**config.mk**
```make
export PLATFORM = sky130hd
export DESIGN_NAME = c1541_track_loader_flat
export DESIGN_NICKNAME = d
export VERILOG_FILES = /design/src/rtl/c1541_track_loader_if.sv /design/src/rtl/c1541_track_loader.sv /design/src/flat_wrapper.sv
export SDC_FILE = /design/constraint.sdc
export NUM_CORES = 1
export LEC_CHECK = 0
export CAP_MARGIN = 10
export CORE_MARGIN = 1.5
export CORE_UTILIZATION = 30
export DETAILED_ROUTE_END_ITERATION = 12
export GPL_TIMING_DRIVEN = 0
export HOLD_SLACK_MARGIN = 0.15
export PLACE_DENSITY = 0.51
export SLEW_MARGIN = 20
export SYNTH_ARGS = -nofsm -noshare
export SYNTH_HDL_FRONTEND = slang
export SYNTH_SLANG_ARGS = --single-unit
```
**constraint.sdc**
```tcl
create_clock -name clk -period 5.1 [get_ports clk]
set_input_delay 1.02 -clock clk [delete_from_list [all_inputs] [get_ports clk]]
set_output_delay 1.02 -clock clk [all_outputs]
set_load 0.01 [all_outputs]
```
**src/rtl/c1541_track_loader_if.sv**
```systemverilog
// SD block-transfer handshake between the 1541 track loader and the SD host.
// The loader is the master: it drives the block address, count, buffer
// offset and the read/write requests. The host answers with sd_ack, which
// stays high for the whole transfer.
interface c1541_track_loader_if;
  logic [31:0] sd_lba;
  logic [5:0]  sd_blk_cnt;
  logic [8:0]  sd_buf_base;
  logic        sd_rd;
  logic        sd_wr;
  logic        sd_ack;

  modport master (
    output sd_lba,
    output sd_blk_cnt,
    output sd_buf_base,
    output sd_rd,
    output sd_wr,
    input  sd_ack
  );

  modport slave (
    input  sd_lba,
    input  sd_blk_cnt,
    input  sd_buf_base,
    input  sd_rd,
    input  sd_wr,
    output sd_ack
  );
endinterface

```
**src/rtl/c1541_track_loader.sv**
```systemverilog
// c1541_track_loader: clk_sys-side track cache controller for the 1541 drive.
// It follows the head position from the drive core, reads the matching track
// image from SD into the track buffer, and writes a modified track back on
// request. busy_o gates the GCR stages of the drive core.
//
// Optional feature macro: C1541_TRACK_WRITE_EN
//   defined   : save_track toggles trigger a write-back of the loaded track.
//   undefined : no write states, sd_wr stays 0, save toggles are ignored.
//
// A loaded or wanted track is identified by an 8-bit key:
//   gcr_mode : {1'b1, half-track}        (every half-track is its own image)
//   D64      : {1'b0, clamped track t}   (both half-tracks share one t)
// Everything about a transfer's address is derived from this key.
module c1541_track_loader #(
  parameter int GCR_BLOCKS    = 16,
  parameter int D64_MAX_TRACK = 40
) (
  input  logic                  clk,
  input  logic                  reset_n,
  input  logic                  gcr_mode_i,
  input  logic                  change_i,
  input  logic [6:0]            track_i,
  input  logic                  save_track_i,
  c1541_track_loader_if.master  sd,
  output logic                  busy_o
);

  typedef enum logic [2:0] {
    ST_IDLE    = 3'd0,
    ST_RD_REQ  = 3'd1,
    ST_RD_WAIT = 3'd2
`ifdef C1541_TRACK_WRITE_EN
    ,
    ST_WR_REQ  = 3'd3,
    ST_WR_WAIT = 3'd4
`endif
  } state_t;

  typedef struct packed {
    logic [31:0] lba;
    logic [5:0]  cnt;
    logic [8:0]  base;
  } addr_t;

  // Build the track key from a half-track number and the image layout.
  function automatic logic [7:0] key_of(input logic [6:0] half, input logic gcr);
    logic [6:0] t7;
    t7 = {1'b0, half[6:1]} + 7'd1;
    if (t7 > 7'(D64_MAX_TRACK)) begin
      t7 = 7'(D64_MAX_TRACK);
    end else begin
      t7 = t7;
    end
    if (gcr) begin
      return {1'b1, half};
    end else begin
      return {1'b0, t7};
    end
  endfunction

  // SD address, block count and buffer offset for a track key.
  function automatic addr_t calc_addr(input logic [7:0] key);
    addr_t      a;
    logic [5:0] t;
    logic [9:0] s;
    logic [4:0] n;
    logic [5:0] sum;
    t = key[5:0];
    if (key[7]) begin
      a.lba  = {25'd0, key[6:0]} * 32'(GCR_BLOCKS);
      a.cnt  = 6'(GCR_BLOCKS - 1);
      a.base = 9'd0;
    end else begin
      // Sector zones of a D64 image: 21/19/18/17 sectors per track.
      if (t <= 6'd17) begin
        s = ({4'd0, t} - 10'd1) * 10'd21;
        n = 5'd21;
      end else if (t <= 6'd24) begin
        s = 10'd357 + ({4'd0, t} - 10'd18) * 10'd19;
        n = 5'd19;
      end else if (t <= 6'd30) begin
        s = 10'd490 + ({4'd0, t} - 10'd25) * 10'd18;
        n = 5'd18;
      end else begin
        s = 10'd598 + ({4'd0, t} - 10'd31) * 10'd17;
        n = 5'd17;
      end
      // Sectors are 256 bytes; an odd start sector sits in the upper half
      // of its 512-byte block, so one extra half-block may be needed.
      sum    = {5'd0, s[0]} + {1'b0, n} + 6'd1;
      a.lba  = {23'd0, s[9:1]};
      a.base = {s[0], 8'd0};
      a.cnt  = (sum >> 1) - 6'd1;
    end
    return a;
  endfunction

  // Synchronisers and edge detectors
  logic [6:0] track_s1_q, track_s2_q, track_prev_q, wanted_q;
  logic       change_q;
  logic       change_edge_s;
  logic       save_edge_s;

  // FSM and transfer state
  state_t     state_q, state_d;
  logic       rd_q, rd_d;
  logic       wr_q, wr_d;
  addr_t      addr_q, addr_d;
  logic [7:0] xfer_key_q, xfer_key_d;
  logic [7:0] loaded_key_q, loaded_key_d;
  logic       loaded_valid_q, loaded_valid_d;
  logic       pend_q, pend_d;
  logic       stale_q, stale_d;
  logic       busy_q, busy_d;
  logic [7:0] wanted_key_s;

  // Bring the async track number into clk_sys and accept it once stable.
  always_ff @(posedge clk or negedge reset_n) begin
    if (!reset_n) begin
      track_s1_q   <= 7'd0;
      track_s2_q   <= 7'd0;
      track_prev_q <= 7'd0;
      wanted_q     <= 7'd0;
      change_q     <= 1'b0;
    end else begin
      track_s1_q   <= track_i;
      track_s2_q   <= track_s1_q;
      track_prev_q <= track_s2_q;
      if (track_s2_q == track_prev_q) begin
        wanted_q <= track_s2_q;
      end else begin
        wanted_q <= wanted_q;
      end
      change_q     <= change_i;
    end
  end

`ifdef C1541_TRACK_WRITE_EN
  logic save_s1_q, save_s2_q, save_s3_q;

  // Synchronise the save toggle; every edge is one write-back request.
  always_ff @(posedge clk or negedge reset_n) begin
    if (!reset_n) begin
      save_s1_q <= 1'b0;
      save_s2_q <= 1'b0;
      save_s3_q <= 1'b0;
    end else begin
      save_s1_q <= save_track_i;
      save_s2_q <= save_s1_q;
      save_s3_q <= save_s2_q;
    end
  end

  assign save_edge_s = save_s2_q ^ save_s3_q;
`else
  logic unused_save_s;
  assign unused_save_s = save_track_i;
  assign save_edge_s   = 1'b0;
`endif

  assign change_edge_s = change_i & ~change_q;
  assign wanted_key_s  = key_of(wanted_q, gcr_mode_i);

  // State, request, address and cache-tag registers.
  always_ff @(posedge clk or negedge reset_n) begin
    if (!reset_n) begin
      state_q        <= ST_IDLE;
      rd_q           <= 1'b0;
      wr_q           <= 1'b0;
      addr_q         <= '0;
      xfer_key_q     <= 8'd0;
      loaded_key_q   <= 8'd0;
      loaded_valid_q <= 1'b0;
      pend_q         <= 1'b0;
      stale_q        <= 1'b0;
      busy_q         <= 1'b0;
    end else begin
      state_q        <= state_d;
      rd_q           <= rd_d;
      wr_q           <= wr_d;
      addr_q         <= addr_d;
      xfer_key_q     <= xfer_key_d;
      loaded_key_q   <= loaded_key_d;
      loaded_valid_q <= loaded_valid_d;
      pend_q         <= pend_d;
      stale_q        <= stale_d;
      busy_q         <= busy_d;
    end
  end

  // Next-state logic: pick write-back or fetch, run the SD handshake.
  always_comb begin
    state_d        = state_q;
    rd_d           = 1'b0;
    wr_d           = 1'b0;
    addr_d         = addr_q;
    xfer_key_d     = xfer_key_q;
    loaded_key_d   = loaded_key_q;
    loaded_valid_d = loaded_valid_q;
    pend_d         = pend_q | save_edge_s;
    stale_d        = stale_q;

    case (state_q)
      ST_IDLE: begin
`ifdef C1541_TRACK_WRITE_EN
        if (pend_q && loaded_valid_q && !change_edge_s) begin
          state_d = ST_WR_REQ;
          wr_d    = 1'b1;
          addr_d  = calc_addr(loaded_key_q);
          pend_d  = save_edge_s;
          stale_d = 1'b0;
        end else
`endif
        if (!loaded_valid_q || (wanted_key_s != loaded_key_q)) begin
          state_d    = ST_RD_REQ;
          rd_d       = 1'b1;
          addr_d     = calc_addr(wanted_key_s);
          xfer_key_d = wanted_key_s;
          stale_d    = 1'b0;
          // Nothing valid to save: a pending save has no image behind it.
          if (!loaded_valid_q) begin
            pend_d = save_edge_s;
          end else begin
            pend_d = pend_q | save_edge_s;
          end
        end else begin
          state_d = ST_IDLE;
        end
      end
      ST_RD_REQ: begin
        if (sd.sd_ack) begin
          state_d = ST_RD_WAIT;
          rd_d    = 1'b0;
        end else begin
          rd_d    = 1'b1;
        end
      end
      ST_RD_WAIT: begin
        if (!sd.sd_ack) begin
          state_d        = ST_IDLE;
          loaded_key_d   = xfer_key_q;
          // A mount during the read means the buffer holds the old image.
          loaded_valid_d = ~stale_q;
        end else begin
          state_d = ST_RD_WAIT;
        end
      end
`ifdef C1541_TRACK_WRITE_EN
      ST_WR_REQ: begin
        if (sd.sd_ack) begin
          state_d = ST_WR_WAIT;
          wr_d    = 1'b0;
        end else begin
          wr_d    = 1'b1;
        end
      end
      ST_WR_WAIT: begin
        if (!sd.sd_ack) begin
          state_d = ST_IDLE;
        end else begin
          state_d = ST_WR_WAIT;
        end
      end
`endif
      default: begin
        state_d = ST_IDLE;
      end
    endcase

    // A new image invalidates the cache and discards any pending save.
    if (change_edge_s) begin
      loaded_valid_d = 1'b0;
      pend_d         = 1'b0;
      if (state_q != ST_IDLE) begin
        stale_d = 1'b1;
      end else begin
        stale_d = stale_d;
      end
    end else begin
      loaded_valid_d = loaded_valid_d;
    end

    busy_d = (state_d != ST_IDLE) | pend_d | ~loaded_valid_d |
             (wanted_key_s != loaded_key_d);
  end

  assign sd.sd_lba      = addr_q.lba;
  assign sd.sd_blk_cnt  = addr_q.cnt;
  assign sd.sd_buf_base = addr_q.base;
  assign sd.sd_rd       = rd_q;
  assign sd.sd_wr       = wr_q;
  assign busy_o         = busy_q;

endmodule
```
**src/flat_wrapper.sv**
```systemverilog
// flat-port wrapper written by rule: the top's interface ports become plain ports
module c1541_track_loader_flat 
#(
  parameter int GCR_BLOCKS    = 16,
  parameter int D64_MAX_TRACK = 40
)
  (clk, reset_n, gcr_mode_i, change_i, track_i, save_track_i, busy_o, sd_sd_lba, sd_sd_blk_cnt, sd_sd_buf_base, sd_sd_rd, sd_sd_wr, sd_sd_ack);
  c1541_track_loader_if sd_i ();
  input  logic clk;
  input  logic reset_n;
  input  logic gcr_mode_i;
  input  logic change_i;
  input  logic [6:0] track_i;
  input  logic save_track_i;
  output logic busy_o;
  output wire logic [$bits(sd_i.sd_lba)-1:0] sd_sd_lba;
  output wire logic [$bits(sd_i.sd_blk_cnt)-1:0] sd_sd_blk_cnt;
  output wire logic [$bits(sd_i.sd_buf_base)-1:0] sd_sd_buf_base;
  output wire logic [$bits(sd_i.sd_rd)-1:0] sd_sd_rd;
  output wire logic [$bits(sd_i.sd_wr)-1:0] sd_sd_wr;
  input wire logic [$bits(sd_i.sd_ack)-1:0] sd_sd_ack;
  assign sd_sd_lba = sd_i.sd_lba;
  assign sd_sd_blk_cnt = sd_i.sd_blk_cnt;
  assign sd_sd_buf_base = sd_i.sd_buf_base;
  assign sd_sd_rd = sd_i.sd_rd;
  assign sd_sd_wr = sd_i.sd_wr;
  assign sd_i.sd_ack = sd_sd_ack;
  c1541_track_loader #(.GCR_BLOCKS(GCR_BLOCKS), .D64_MAX_TRACK(D64_MAX_TRACK)) u_core (.clk(clk), .reset_n(reset_n), .gcr_mode_i(gcr_mode_i), .change_i(change_i), .track_i(track_i), .save_track_i(save_track_i), .sd(sd_i), .busy_o(busy_o));
endmodule
```
# Yosys cells after proc, flatten, opt, wreduce, memory -nomap -nowiden
# Index checks and enable logic that the tools add are counted.
[op_classes]
n_addsub = 11
eq_ne = 5
n_bitwise = 7
mul = 4
mux = 35
n_lt_le_gt_ge = 4
reduce_logical = 6
[op_table]
columns = ["cell", "count"]
rows = [
  ["two-way mux 10 bit", 6],
  ["multiplier 10 x 5 -> 10 bit (second input constant)", 3],
  ["two-way mux 26 bit", 1],
  ["two-way mux 5 bit", 5],
  ["two-way mux 8 bit", 3],
  ["subtractor 6 x 5 -> 7 bit (second input constant)", 3],
  ["adder 9 x 10 -> 10 bit (first input constant)", 2],
  ["<= comparator 6 x 5 -> 1 bit (second input constant)", 3],
  ["!= test 8 bit", 2],
  ["two-way mux 1 bit", 14],
  ["adder 10 bit (first input constant)", 1],
  ["multiplier 10 x 4 -> 9 bit (second input constant)", 1],
  ["one-hot mux 3 bit (3 select lines)", 1],
  ["adder 6 x 1 -> 7 bit (second input constant)", 1],
  ["equality test 7 bit", 1],
  ["> comparator 7 x 6 -> 1 bit (second input constant)", 1],
  ["two-way mux 7 bit", 1],
  ["subtractor 6 x 1 -> 7 bit (second input constant)", 1],
  ["adder 1 x 5 -> 6 bit", 1],
  ["adder 6 x 1 -> 6 bit (second input constant)", 1],
  ["nonzero test 3 bit", 2],
  ["subtractor 5 x 1 -> 6 bit (second input constant)", 1],
  ["two-way mux 2 bit", 2],
  ["equality test 3 x 1 -> 1 bit (second input constant)", 1],
  ["10 further kinds", 14],
]
[totals]
output_inout_bits = 50
in_bits = 13
register_bits = 100

# Logic depth before layout (Yosys ltp)
[logic_depth]
word_depth = 17
ltp_mapped = 25
depth_no_buf = 23

# Worst setup path after synthesis
# Ideal clock, no wire load.
[synth_timing]
kind = "input -> register"
startpoint = "input port gcr_mode_i"
endpoint = "register u_core.addr_q, in the netlist u_core.sd.sd_lba[8]"
path_buffers = 2
setup_time_ps = 88
setup_slack_ps = -296
path_stages = 19
required_time_ps = 5012
arrival_ps = 5307
cell_sequence = "clkbuf_1 > or2_2 > o31ai_4 > inv_1 > ha_1 > clkbuf_1 > xnor2_1 > ha_1 > ha_1 > fa_1 > ha_1 > o21ai_0 > a21boi_0 > o21a_1 > nor2_1 > xnor2_1 > xnor2_1 > o311a_1 > a41oi_1"
[synth_between]
elab_chain_len = 11
word_cells_on_any_way = 25
cone_classes = "7 x add/sub; 4 x mul; 3 x order compare; 1 x eq/ne; 8 x mux; 2 x reduce/logical"
[synth_lines]
columns = ["element", "line_no", "source"]
rows = [
  ["start: declaration", "flat_wrapper.sv:11", "input logic gcr_mode_i;"],
  ["two-way mux 8 bit (*)", "c1541_track_loader.sv:54", "if (gcr) begin"],
  ["via u_core.wanted_key_s[0]", "c1541_track_loader.sv:115", "logic [7:0] wanted_key_s;"],
  ["subtractor 6 x 5 -> 7 bit, on equally long branches", "c1541_track_loader.sv:85, c1541_track_loader.sv:82", ""],
  ["multiplier 10 x 5 -> 10 bit or multiplier 10 x 4 -> 9 bit (tied branches)", "c1541_track_loader.sv:85, c1541_track_loader.sv:82", ""],
  ["adder 10 bit or adder 9 x 10 -> 10 bit (tied branches)", "c1541_track_loader.sv:85, c1541_track_loader.sv:82", ""],
  ["two-way mux 10 bit", "c1541_track_loader.sv:81", "end else if (t <= 6'd30) begin"],
  ["two-way mux 10 bit", "c1541_track_loader.sv:78", "end else if (t <= 6'd24) begin"],
  ["two-way mux 10 bit", "c1541_track_loader.sv:75", "if (t <= 6'd17) begin"],
  ["two-way mux 10 bit", "c1541_track_loader.sv:69", "if (key[7]) begin"],
  ["two-way mux 10 bit", "c1541_track_loader.sv:214", "if (!loaded_valid_q || (wanted_key_s != loaded_key_q)) begin"],
  ["two-way mux 10 bit", "c1541_track_loader.sv:203", "case (state_q)"],
  ["two-way mux 26 bit", "c1541_track_loader.sv:69", ""],
  ["end signal: assignment", "c1541_track_loader.sv:181", "addr_q <= addr_d;"],
  ["end: declaration", "c1541_track_loader.sv:108", "addr_t addr_q, addr_d;"],
]
# The timed path passes the listed nets; every way through them passes the cells marked *. The select of a mux whose other input is x is not followed.
# A chain may end at the register's enable or synchronous reset.

# Worst setup path after layout
# Same ends and word-level chain as after synthesis.

==> results.md <==
* Status: finished, violations left
* Failing checks: setup timing
* Num CTS Buffers at 9
* Post-synth EDFFs at 0
* Final GP Congestion at 0.921
* I/O Pins at 63
* Final hold vios at 0
* Syn Inst Count at 597
* Worst Hold Class: reg2reg
* Layout cells sized above 1 at 0.280
* Largest net degree at the start of global routing at 56
* Mean Syn Cell Area at 9.62 µm²
* Peak Freq at 194 MHz
* Count of final setup violators at 2
* Skew final at 7.73 ps
* Tcrit/Tclk final at 1.01
* Grt total ovfl at 0
* Hold WS at 348 ps
* Die area at 20000 µm²
* Max Slew Vio Count at 0
* Critical path required time at 5360 ps
* Row Count at 50
* Initial drt markers at 257
* CTS max path bufs at 2
* Starting Density at 0.306
* Max-slew headroom at 0.393
* Vias in the first global route at 4701
* # DRC at 0
* Syn-to-layout area delta at 34.3%
* Worst setup slack after layout at -55.8 ps
* Crit Path Category: in2reg
* Nets at 799
* Min Tclk post-route at 5160 ps
* Library cells used by synthesis at 76
* Clk sink count at 69
* Synth Cell Area at 5750 µm²
* Synth Register Bits at 69
* DR vias at 4626
* Die Y at 141 µm
* RSZ-0062 raised after global routing: true
* Vias per cell at 4.88
* Crit. End Element: flop
* Die span in x at 141 µm
* Critical path cell sequence: dlygate4sd2_1 > clkbuf_8 > nor3_4 > a21boi_2 > buf_4 > inv_1 > nor3_2 > or2_2 > nand2_1 > inv_1 > ha_1 > xor2_1 > fa_1 > inv_1 > ha_4 > a21oi_1 > o21ai_1 > a21o_1 > a21oi_2 > xnor2_1 > xnor2_1 > nand2_1 > a41oi_2
* Initial antenna violation count at 0
* Tot GR Track Use at 0.164
* Startpoint Class: primary input
* PortBufs at 29
* Critical Path Fanout Max at 7
* CTS tree: built
* Clock slew at reported path FFs at 60 ps
* Ys async rst share at 1.00
* Ant diodes at 0
* Post-DP HPWL at 11.8 mm
* DR WL/cell at 16.9 µm
* Root Buffer: clkbuf_16
* Yosys Warn Count at 0
* Drt pass-1 iters at 4
* Sequential element share of the synthesized area at 0.301
* Post-Route WL at 16.0 mm
* Remaining antenna violation count at 0
* First-pass GRT wire length at 25.2 mm
* H-tree Lvls at 3
* WP data arrival at 5420 ps
* Critical-path top delay cell: fa_1
* Worst-Margin Slew at 902 ps
* # Max-Cap Violations at 0
* Top FF cell, synth: dfrtp_1
* CP dominant cell by count: inv_1
* Max stage delay on crit path at 560 ps
* Core area at 18800 µm²
* Post-CTS Hold Buffers at 0
* Clk_lat worst skew at 340 ps
-- sequential cells by signal (all words and copies together) (netlist names), 3 cells and up --
name / count
u_core.track_prev_q: 7
u_core.loaded_key_q: 8
u_core.wanted_q: 7
u_core.sd.sd_blk_cnt: 4
u_core.state_q: 3
u_core.track_s2_q: 7
u_core.track_s1_q: 7
u_core.xfer_key_q: 8
u_core.sd.sd_lba: 11
-- worst paths after layout --
kind / cells past startpoint / to / slack, ps / from
max in group asynchronous: 2 / u_core.wanted_q[2] / 4000 / reset_n
max: 23 / u_core.sd.sd_lba[8] / -60 / gcr_mode_i
min: 0 / u_core.track_s2_q[1] / 350 / u_core.track_s1_q[1]
min reg2reg: 0 / u_core.track_s2_q[1] / 350 / u_core.track_s1_q[1]
max reg2reg: 25 / u_core.sd.sd_lba[8] / -40 / u_core.wanted_q[1]
min in group asynchronous: 1 / u_core.state_q[2] / 540 / reset_n
-- synth_stat cells, types with 9 or more instances --
library cell | number | area, µm²
a21oi_1 | 34 | 170
a31oi_1 | 9 | 56.3
buf_2 | 12 | 60.1
buf_4 | 35 | 263
dfrtp_1 | 69 | 1730
fa_1 | 12 | 240
ha_1 | 65 | 813
inv_1 | 49 | 184
mux2_2 | 17 | 191
nand2_1 | 31 | 116
nor2_1 | 29 | 109
nor3_1 | 10 | 50.1
o21ai_0 | 27 | 135
xnor2_1 | 50 | 438
xor2_1 | 17 | 149
-- cell usage in the layout, fill, tap and decap left out, types with 4 or more instances in the layout --
master / count
a211oi_1: 4
a21o_1: 8
a21oi_1: 32
a31oi_1: 8
and2_1: 4
buf_2: 9
buf_4: 73
bufinv_16: 4
clkbuf_16: 9
clkdlybuf4s50_1: 27
conb_1: 33
dfrtp_1: 67
fa_1: 12
ha_1: 51
ha_4: 12
inv_1: 44
mux2_2: 17
nand2_1: 29
nand2b_1: 6
nand3_1: 6
nor2_1: 28
nor2b_1: 6
nor3_1: 8
o21ai_0: 24
o21ai_1: 6
o22ai_1: 4
or3_1: 4
xnor2_1: 40
xnor2_2: 8
xor2_1: 17
-- worst max-delay path: cells and delay by family --
kind	cells	cell delay (ps)
AOI/OAI and AO/OA	6	830
xor gates and xnor gates	3	530
buffers and inverters	6	910
adders and majority gates	3	1150
and+or+nand+nor	5	940
-- per-stage QoR --
step	cells	setup TNS (ps)	cell area (µm²)	util	setup slack, ps
after floorplan	629	0	5980	-	6.76
after global placement	892	-5580	6570	0.350	-1260
after detailed placement	893	-5920	6600	0.352	-1310
after CTS	940	0	7580	0.404	5.22
after global routing	948	-318	7710	0.411	-215
final	948	-60.2	7710	0.411	-55.8
-- routing by layer --
metal / track usage / wire (µm) / up-vias
li1: - / - / 2251
met4: 0.0608 / 318 / 0
met3: 0.0202 / 473 / 18
met5: 0 / 0 / -
met1: 0.215 / 7500 / 2260
met2: 0.277 / 7720 / 97
-- final cells by class --
| type | instances | area (µm²) |
|---|---|---|
| well taps | 234 | 293 |
| repair buffers | 69 | 632 |
| plain buffers | 54 | 409 |
| clock inverters | 5 | 129 |
| fillers | 1843 | 11100 |
| inverters | 51 | 209 |
| clock buffers | 11 | 253 |
| flip-flops and latches | 69 | 1730 |
| multi-input cells | 455 | 4060 |
-- cell families after synthesis --
family                     synth area share
other                              0.000653
xor gates and xnor gates              0.109
adders and majority gates             0.183
and+or+nand+nor                       0.117
DFF                                   0.301
buffers and inverters                0.0941
muxes                                0.0368
AOI/OAI and AO/OA                     0.159
-- timing repair --
action	4_1_cts	5_1_grt
resized for setup	62	11
pin swaps	24	17
endpoints found under the setup margin	6	3
setup buffers	31	8
Power is not shown: default switching activity piles up to over one toggle a cycle in this logic, so the estimate is an artifact.
